<file path="src/rtl/pr_stage_skid.sv">
// Pipeline stage register with a one-entry skid buffer and a valid/ready handshake.
// Optional stall counter port stall_cnt is built when PR_STAGE_PERF_EN is defined.
module pr_stage_skid #(
  parameter int unsigned       DATA_W     = 64,
  parameter logic [DATA_W-1:0] BUBBLE_VAL = 64'h0000_0000_0000_3000
) (
  input  logic              clk,
  input  logic              rst,
  input  logic              flush,
  input  logic              in_valid,
  output logic              in_ready,
  input  logic [DATA_W-1:0] in_data,
  output logic              out_valid,
  input  logic              out_ready,
  output logic [DATA_W-1:0] out_data
`ifdef PR_STAGE_PERF_EN
  ,
  output logic [31:0]       stall_cnt
`endif
);

  // State code is {skid_valid, out_valid}; BAD is the unreachable 10 pattern
  typedef enum logic [1:0] {
    EMPTY = 2'b00,
    ONE   = 2'b01,
    BAD   = 2'b10,
    FULL  = 2'b11
  } state_t;

  state_t              state_r;
  state_t              state_next_s;
  logic [DATA_W-1:0]   main_r;
  logic [DATA_W-1:0]   main_next_s;
  logic [DATA_W-1:0]   skid_r;
  logic [DATA_W-1:0]   skid_next_s;
  logic                accept_s;
  logic                emit_s;

  // in_ready and out_valid come straight from state flops, so out_ready never reaches in_ready
  assign in_ready  = ~state_r[1];
  assign out_valid = state_r[0];
  assign out_data  = main_r;

  assign accept_s = in_valid & in_ready;
  assign emit_s   = out_valid & out_ready;

  // Next-state and payload-move decode
  always_comb begin
    state_next_s = state_r;
    main_next_s  = main_r;
    skid_next_s  = skid_r;
    case (state_r)
      EMPTY: begin
        if (accept_s) begin
          state_next_s = ONE;
          main_next_s  = in_data;
        end else begin
          state_next_s = EMPTY;
        end
      end
      ONE: begin
        if (accept_s && emit_s) begin
          main_next_s = in_data;
        end else if (accept_s) begin
          state_next_s = FULL;
          skid_next_s  = in_data;
        end else if (emit_s) begin
          state_next_s = EMPTY;
          main_next_s  = BUBBLE_VAL;
        end else begin
          state_next_s = ONE;
        end
      end
      FULL: begin
        if (emit_s) begin
          state_next_s = ONE;
          main_next_s  = skid_r;
          skid_next_s  = BUBBLE_VAL;
        end else begin
          state_next_s = FULL;
        end
      end
      default: begin
        // Recover from the illegal code by dropping both entries
        state_next_s = EMPTY;
        main_next_s  = BUBBLE_VAL;
        skid_next_s  = BUBBLE_VAL;
      end
    endcase
  end

  // State and payload registers; reset and flush both load the bubble and discard any accept
  always_ff @(posedge clk) begin
    if (!rst || flush) begin
      state_r <= EMPTY;
      main_r  <= BUBBLE_VAL;
      skid_r  <= BUBBLE_VAL;
    end else begin
      state_r <= state_next_s;
      main_r  <= main_next_s;
      skid_r  <= skid_next_s;
    end
  end

`ifdef PR_STAGE_PERF_EN
  logic [31:0] stall_cnt_r;

  assign stall_cnt = stall_cnt_r;

  // Saturating count of cycles where valid output is held back; flush leaves it alone
  always_ff @(posedge clk) begin
    if (!rst) begin
      stall_cnt_r <= 32'd0;
    end else if (out_valid && !out_ready && (stall_cnt_r != 32'hFFFF_FFFF)) begin
      stall_cnt_r <= stall_cnt_r + 32'd1;
    end else begin
      stall_cnt_r <= stall_cnt_r;
    end
  end
`endif

endmodule
</file>
<file path="config.mk">
export PLATFORM = sky130hd
export DESIGN_NAME = pr_stage_skid
export DESIGN_NICKNAME = d
export VERILOG_FILES = /design/src/rtl/pr_stage_skid.sv
export SDC_FILE = /design/constraint.sdc
export NUM_CORES = 1
export LEC_CHECK = 0
export ABC_AREA = 1
export CAP_MARGIN = 0
export CORE_UTILIZATION = 45
export CTS_BUF_LIST = sky130_fd_sc_hd__clkbuf_16
export DETAILED_ROUTE_END_ITERATION = 12
export GPL_TIMING_DRIVEN = 0
export PLACE_DENSITY_LB_ADDON = 0.2
export SLEW_MARGIN = 20
export SYNTH_ARGS = -nofsm -noshare
export SYNTH_HDL_FRONTEND = slang
export SYNTH_SLANG_ARGS = --single-unit
</file>
<file path="constraint.sdc">
create_clock -name clk -period 1.7 [get_ports clk]
set_clock_uncertainty 0.05 [all_clocks]
set_input_delay 0.17 -clock clk [delete_from_list [all_inputs] [get_ports clk]]
set_output_delay 0.17 -clock clk [all_outputs]
set_load 0.05 [all_outputs]
</file>
== Word-level counts from Yosys, hierarchy flattened ==
Index checks and enable logic that the tools add are counted.
Operators by class
  add/subtract/negate cells: 0
  multipliers: 0
  div/mod/pow operators: 0
  magnitude comparators: 0
  equal/unequal tests: 8
  shifts and indexed selects: 0
  mux-type cells: 14
  bitwise operators: 4
  reductions and logical operators: 6
Operators with widths (count)
  $mux 64: 6
  $pmux 64 s3: 2
  $ne 2x2->1 const B: 4
  $reduce_and 4->1: 2
  $mux 2: 3
  $ne 3x3->1 const B: 2
  $pmux 2 s3: 1
  $and 1x1->1: 2
  $eq 2x1->1 const B: 1
  $eq 2x2->1 const B: 1
  $logic_not 2->1: 1
  $mux 1: 2
  $not 1->1: 2
  $logic_and 1x1->1: 1
  $logic_not 1->1: 1
  $logic_or 1x1->1: 1
Word-level totals
  bits in registers: 130
  bits in latches: 0
  bits in writable memories: 0
  bits in read-only memories: 0
  output and inout port bits: 66
  word-level logic and storage cells: 35
  memories kept: 0

== Logic depth before layout (Yosys ltp) ==
Gate-level depths: netlist (run 1).
  depth in word-level cells: 5
  depth in mapped cells: 8
  mapped depth without buffers: 8

== Worst setup path after synthesis (run 1) ==
OpenSTA, ideal clock, no wires.
  kind: flip-flop to flip-flop
  from: register state_r[0]
  to: register skid_r[10]
  arrival: 1617 ps
  data required time: 1580 ps
  slack: -38 ps
  cell stages (with the launch flop): 6
  buffers on the path: 1
  clock period less this slack: 1738 ps
  cell sequence: dfxtp_1 nand2_2 nand2_1 clkbuf_1 nand3_1 a21oi_1
Between the ends
  word-level cells in the longest chain between the ends: 4
Ends and longest elaborated chain
  start, declared: RTL line 30  | state_t state_r;
  start signal, assigned: RTL line 99  | state_r <= state_next_s;
  $and 1x1->1: RTL line 45  | assign emit_s = out_valid & out_ready;
  $logic_and 1x1->1: RTL line 62  | if (accept_s && emit_s) begin
  $ne 2x2->1 (no source line)
  $reduce_and 4->1 (no source line)
  end signal, assigned: RTL line 101  | skid_r <= skid_next_s;
  end, declared: RTL line 34  | logic [DATA_W-1:0] skid_r;
Parallel ways exist; a longest one is shown, timed or not.
A chain may end at the register's enable or synchronous reset.

== Final worst setup path (run 1) ==
  from: register state_r[1]
  to: output in_ready
Between the ends
  word-level cells in the longest chain between the ends: 1
Ends and longest elaborated chain
  $not 1->1: RTL line 40  | assign in_ready = ~state_r[1];
  end, declared: RTL line 11  | output logic in_ready,
Every way passes these cells.

==> metrics.md, run 1 <==
| Metric | Value |
|---|---|
| DRT Wirelength | `17400 µm` |
| CTS Buf Count | `17` |
| Critical path type | `reg2out` |
| HPWL Detailed | `12000 µm` |
| PortBufs | `134` |
| Post-synthesis cell type count | `17` |
| Die Width | `between 100 and 150 µm` |
| Outcome | `completed` |
| Wirelength per Cell | `13.0 µm` |
| RSZ-0062 raised after global routing | `true` |
| Die H | `between 100 and 150 µm` |
| Crit share post-route | `between 90% and 100%` |
| Sequential power share | `43.3%` |
| Mapped Area | `roughly 6200 µm²` |
| FMAX | `around 0.61 GHz` |
| Top-count cell post-synth | `nand2_1` |
| Comb pwr share | `14.8%` |
| Clock Power Share | `41.9%` |
| Hold_buf cts | `0` |
| Average cell area after synthesis | `6.31 µm²` |
| Synth top area cells | `dfxtp_1 (42%), nand2_1 (27%), nand3_1 (10%)` |
| Clk sinks | `130` |
| Clk_lat worst skew | `~420 ps` |
| Final #Nets | `1213` |
| Vias in the first global route | `~5700` |
| Worst Path Max Fanout | `4` |
| Worst Hold Class | `in2reg` |
| Overflow left after global routing | `0` |
| First-pass GRT wire length | `27900 µm` |
| Largest delay share family, worst path | `buffers and inverters` |
| PwrDens | `877 nW/µm²` |
| Antenna viol nets, final | `0` |
| Endpoints failing hold | `0` |
| Worst reg-to-reg path cell count | `8` |
| Area grow syn2layout | `32.9%` |
| Synth Register Bits | `between 100 and 150` |
| Largest net degree at the start of global routing | `20` |
| Seq/Total Area, Yosys | `approximately two fifths` |
| GPL Wtd Cong | `0.801` |
| Post-synthesis instance total | `~990` |
| Layout cell share with drive strength beyond 1 | `7.78%` |
| Internal | `5280 µW` |
| Worst EP required | `1480 ps` |
| Number of enable flip-flop cells after synthesis | `0` |
| Leak | `around 0.0039 µW` |
| Placed instance area | `roughly 7800 µm²` |
| Post-synth top area share | `41.7%` |
| Row cnt | `42` |
| Ports | `around 140` |
| WP data arrival | `between 1000 and 1500 ps` |
| Htree depth | `4` |
| Via density | `around 5` |
| Gr usage total | `between 20% and 30%` |
| DRC | `0` |
| Power after layout | `just over 7000 µW` |
| Worst path depth | `2` |
| Max Cap Viol | `0` |
| Slew margin rel. | `a little over three fifths` |
| Post-Place Cells | `roughly 1300` |
| Die area | `approximately 14000 µm²` |
| Core ar. | `between 10000 and 15000 µm²` |
| Clk slew on worst S/H paths | `60 ps` |
| Non-Filler Instances | `~1300` |
| Cells along the critical path | `inv_2 -> dlygate4sd2_1` |
| # setup viols final | `0` |
| TNS Setup | `0 ps` |
| Iter 0 DRT Violations | `between 400 and 500` |
| Most frequently used flop master after synthesis | `dfxtp_1` |
| Post-Syn Nets | `between 1000 and 1500` |
| Buf/Inv on CP | `2` |
| Minimum clock period | `1630 ps` |
| CTS tree | `built` |
| Fin area | `roughly 8300 µm²` |
| Hold depth | `3` |
| Antenna violations before repair | `0` |
| Crit start category | `flop` |
| Psw | `2000 µW` |
| Hold slack | `around 320 ps` |
| Root Buffer | `clkbuf_16` |
| CP max stage delay | `550 ps` |
| Synth async-reset ratio | `0%` |
| Drt first pass iters | `5` |
| Most frequent cells after synthesis | `nand2_1 (449), dfxtp_1 (130), nand3_1 (127), a21oi_1 (126), inv_1 (69)` |
| Starting Density | `a little under half` |
| ANT cells | `0` |
| Critical path capture point type | `primary output` |
| Synth area leader | `dfxtp_1` |
| CTS Buffer Depth | `2` |
| Total number of vias | `6591` |
| Worst VDD drop | `~0.00070 V` |
| Net Sw Frac | `between 20% and 30%` |
| Pins Over Slew Limit | `0` |
| YS warnings | `0` |
| Slew @ Worst Pin | `roughly 560 ps` |
| Max stage delay cell, worst path | `dlygate4sd2_1` |
[through the flow]
stage | util, % | worst slack, ps
2_1_floorplan | - | 165
3_3_place_gp | 58.2 | -450
3_5_place_dp | 58.2 | -464
4_1_cts | 61.4 | -0.459
5_1_grt | 61.9 | -3.32
6_report | 61.9 | 65.5
[cells in the final DEF (no fill, tap or decap), types with 3 or more instances in the layout]
| master | count |
|---|---|
| inv_2 | 3 |
| a21oi_1 | 126 |
| buf_2 | 21 |
| nand2_1 | 448 |
| nand3_1 | 127 |
| clkinv_2 | 3 |
| buf_4 | 11 |
| dlygate4sd2_1 | 66 |
| nor2_1 | 3 |
| nor2_4 | 3 |
| dfxtp_1 | 129 |
| clkbuf_1 | 13 |
| inv_1 | 72 |
| clkdlybuf4s50_1 | 68 |
| clkbuf_16 | 17 |
| clkinv_1 | 9 |
| clkbuf_4 | 3 |
| clkbuf_2 | 21 |
[worst reg2reg max path: stages (launching register included)]
cell and delay, ps:
dfxtp_1 350, inv_2 90, nand2_1 150, nor2_4 300, buf_4 240, nand2_1 60
nand2_1 90, nand2_1 60, a21oi_1 120
[metal layers]
metal,GRT usage [%],vias up,wire (µm)
li1,-,3440,-
met4,9.06,0,263
met2,38.0,189,7810
met5,0,-,0
met1,33.7,2943,8320
met3,4.94,19,984
[kinds of logic (layout without fill, tap and decap cells)]
logic type,after synthesis,count (layout),share of synthesized area (%)
AO/OA/AOI/OAI,133,133,10.8
buffers and inverters,143,311,9.46
AND/OR/NAND/NOR,583,583,38.0
flip-flops,130,130,41.7
[layout make-up]
type / count / area (µm²)
inverters: 73 / 277
clock inverters: 15 / 60.1
clock buffers: 17 / 425
repair buffers: 137 / 1280
multi-input cells: 716 / 3060
flip-flops and latches: 130 / 2600
well taps: 176 / 220
plain buffers: 69 / 368
fillers: 1294 / 5100
[path summary, 6_finish.rpt]
check                           slack, ps           end         start
worst min-delay path                  320    skid_r[16]   in_data[16]
worst max-delay path                   70      in_ready    state_r[1]
worst min register to register        410  out_data[38]  out_data[38]
worst max register to register        110   out_data[5]    state_r[1]
[power groups by stage]
| stage | registers [µW] | logic [µW] | clock network (µW) |
|---|---|---|---|
| floorplan | 3410 | 440 | 0 |
| global placement | 3220 | 1090 | 0 |
| detailed placement | 3220 | 1090 | 0 |
| CTS | 3150 | 1060 | 3080 |
| global route | 3160 | 1180 | 3250 |
| finish | 3150 | 1080 | 3050 |
[flip-flops by register name (all words and copies together) (netlist names)]
signal,flops
skid_r,64
state_r,2
out_data,64
[timing repair]
action | 4_1_cts | 5_1_grt
pin swaps | 1 | 1
gates resized for setup | 72 | 53
cloned | 0 | 0
endpoints found under the hold margin | 0 | 0
setup endpoints to repair | 127 | 122
buffers inserted | 2 | 1
Note: power is estimated with default switching activity, not from simulation.
==> run 2, diff against run 1 <==
CTS_CLUSTER_SIZE = 14   (was default)
GPL_ROUTABILITY_DRIVEN = 0   (was default)
HOLD_SLACK_MARGIN = 0.08   (was default)
==> results of run 2 <==
No change in the layout: final DEF, timing and power equal those of run 1.
==> run 3, diff against run 2 <==
CORE_UTILIZATION = 47   (was 45)
==> run 3 against run 2 <==
Net effect: maximum frequency shrank 1.3%; hold slack is essentially flat; critical path depth did not move; design area shrank 0.18%; sequential share of layout area increased by 0.057 points; sequential power barely moved; wire length is 0.81% higher; critical path type unchanged; highest routed layer unchanged.
==> metrics.md, run 3 (same netlist as run 1, synthesis figures left out) <==
| Metric | Value |
|---|---|
| Dpl ws | `-476 ps (-12.4 ps)` |
| Leak | `0.00391 µW (+0.37%)` |
| Worst VDD drop | `0.000557 V (-21%)` |
| First-pass GRT wire length | `27900 µm (+0.13%)` |
| CP max stage delay | `550 ps (about the same)` |
| DRC | `0 (unchanged)` |
| Antenna viol nets, final | `0 (unchanged)` |
| Largest delay share family, worst path | `buffers and inverters` |
| Most common cell after layout, fill and taps aside | `nand2_1` |
| Starting Density | `48.9% (+2.3 points)` |
| ANT cells | `0 (unchanged)` |
| Htree depth | `4 (unchanged)` |
| Vias in the first global route | `5720 (+0.85%)` |
| Worst Hold Class | `in2reg` |
| CTS tree | `built` |
| Endpoints failing hold | `0 (unchanged)` |
| Minimum clock period | `1660 ps (+21.3 ps)` |
| Root Buffer | `clkbuf_16` |
| Drt first pass iters | `5 (unchanged)` |
| Clk sinks | `130 (unchanged)` |
| Crit start category | `flop` |
| Ports | `135 (unchanged)` |
| Wirelength per Cell | `13.2 µm (+1.3%)` |
| Worst EP required | `1480 ps (about the same)` |
| Max Cap Viol | `0 (unchanged)` |
| Hold_buf cts | `0 (unchanged)` |
| Layout cell share with drive strength beyond 1 | `7.88% (+0.10 points)` |
| Overflow left after global routing | `0 (unchanged)` |
| Worst setup path start | `state_r[1]` |
| Post-Place Cells | `1295 (-0.31%)` |
| Final setup margin | `44.2 ps (-21.3 ps)` |
| WP data arrival | `1440 ps (+30 ps)` |
| DRT Wirelength | `17500 µm (+0.81%)` |
| Largest net degree at the start of global routing | `20 (unchanged)` |
| Slew @ Worst Pin | `566 ps (+6.38 ps)` |
| Worst path depth | `2 (unchanged)` |
| Iter 0 DRT Violations | `482 (+11%)` |
| Critical path capture point type | `primary output` |
| Placed instance area | `7800 µm² (about the same)` |
| Final-layout fill cell count | `1212 (-6.3%)` |
| RR Endpoint | `out_data[34]` |
| Non-Filler Instances | `1327 (-0.45%)` |
| FMAX | `0.604 GHz (-1.3%)` |
| Total number of vias | `6669 (+1.2%)` |
| Clk slew on worst S/H paths | `50 ps (about the same)` |
| Die H | `117 µm (-2.1%)` |
| Area grow syn2layout | `32.7%` |
| Power after layout | `7220 µW (-0.79%)` |
| Worst Path Max Fanout | `4 (unchanged)` |
| Crit share post-route | `97.4% (+1.3 points)` |
| Hold slack | `324 ps (+0.495 ps)` |
| HPWL Detailed | `11900 µm (-1.0%)` |
| Setup crit end | `in_ready` |
| Slew margin rel. | `62.3% (-0.43 points)` |
| Outcome | `completed` |
| Antenna violations before repair | `0 (unchanged)` |
| Cells along the critical path | `inv_2 -> dlygate4sd2_1` |
| R2r setup slk | `80 ps (-30 ps)` |
| Worst reg-to-reg path cell count | `6 (-2)` |
| CTS Buf Count | `17 (unchanged)` |
| Die Width | `117 µm (-2.1%)` |
| Gr usage total | `26.4% (+1.9 points)` |
| PortBufs | `134 (unchanged)` |
| Via density | `5.03 (+1.6%)` |
| # setup viols final | `0 (unchanged)` |
| Buf/Inv on CP | `2 (unchanged)` |
| Critical path type | `reg2out` |
| Clk_lat worst skew | `420 ps (about the same)` |
| CTS Buffer Depth | `2 (unchanged)` |
| Core ar. | `12800 µm² (-4.7%)` |
| Die area | `13700 µm² (-4.2%)` |
| FF-to-FF Start | `state_r[1]` |
| Commonest cells after routing, fill and taps aside | `nand2_1 (447), dfxtp_1 (129), nand3_1 (127), a21oi_1 (126), inv_1 (77)` |
| PwrDens | `871 nW/µm² (-0.61%)` |
| Row cnt | `41 (-2.4%)` |
| Fin area | `8280 µm² (-0.18%)` |
| Pins Over Slew Limit | `0 (unchanged)` |
| Max stage delay cell, worst path | `dlygate4sd2_1` |
| Final #Nets | `1215 (+0.16%)` |
[run 3: cell count changes in the layout (fill, tap and decap cells not counted), sizes merged]
cell / change
inv: +5
clkinv: -9
buf: +2
nor2: +1
clkbuf: -1
[run 3: metrics by stage]
stage / TNS, ps / util [%]
after global routing: -56.1 / 64.8
after global placement: -32660 / 61.1
after CTS: 0 / 64.4
after floorplan: 0 / -
after detailed placement: -34610 / 61.1
final: 0 / 64.8
[run 3: timing repair]
item / 4_1_cts / 5_1_grt
pin swaps: 1 / 2
gates cloned: 0 / 1
setup buffers: 2 / 2
endpoints found under the setup margin: 123 / 101
resized for setup: 77 / 34
[run 3: per-layer routing]
layer,GRT usage [%],part of all wire (%),vias up
li1,-,-,3432
met1,35.9,47,2990
met2,41.3,45,217
met3,5.30,6.3,30
met4,10.1,2.1,0
met5,0,0,-
[run 3: how the worst min path moves through the flow]
stage	startpoint	to	slack, ps	cells past startpoint
6_report	in_data[9]	skid_r[9]	320	3
3_3_place_gp	skid_r[12]	skid_r[12]	390	2
5_1_grt	in_data[35]	skid_r[35]	330	3
3_5_place_dp	skid_r[12]	skid_r[12]	400	2
4_1_cts	in_data[47]	skid_r[47]	310	3
2_1_floorplan	in_data[0]	skid_r[0]	270	2
[run 3: cell type report]
class / instances / area [µm²] / share of cell area (%)
Clock buffer: 17 / 425 / 5.14
Multi-Input combinational cell: 717 / 3070 / 37.1
Sequential cell: 130 / 2600 / 31.4
Clock inverter: 11 / 41.3 / 0.498
Tap cell: 172 / 215 / 2.60
Buffer: 69 / 350 / 4.23
Inverter: 73 / 274 / 3.31
Timing Repair Buffer: 138 / 1300 / 15.7
[run 3: power by group]
group          internal [µW]  switching, µW
sequential              3120           33.4
clock                   1760           1220
combinational            382            703
total                   5260           1960
[run 3: worst min-delay path, cell delays in order]
cell	delay (ps)
clkdlybuf4s50_1	440
nand2_1	80
a21oi_1	60
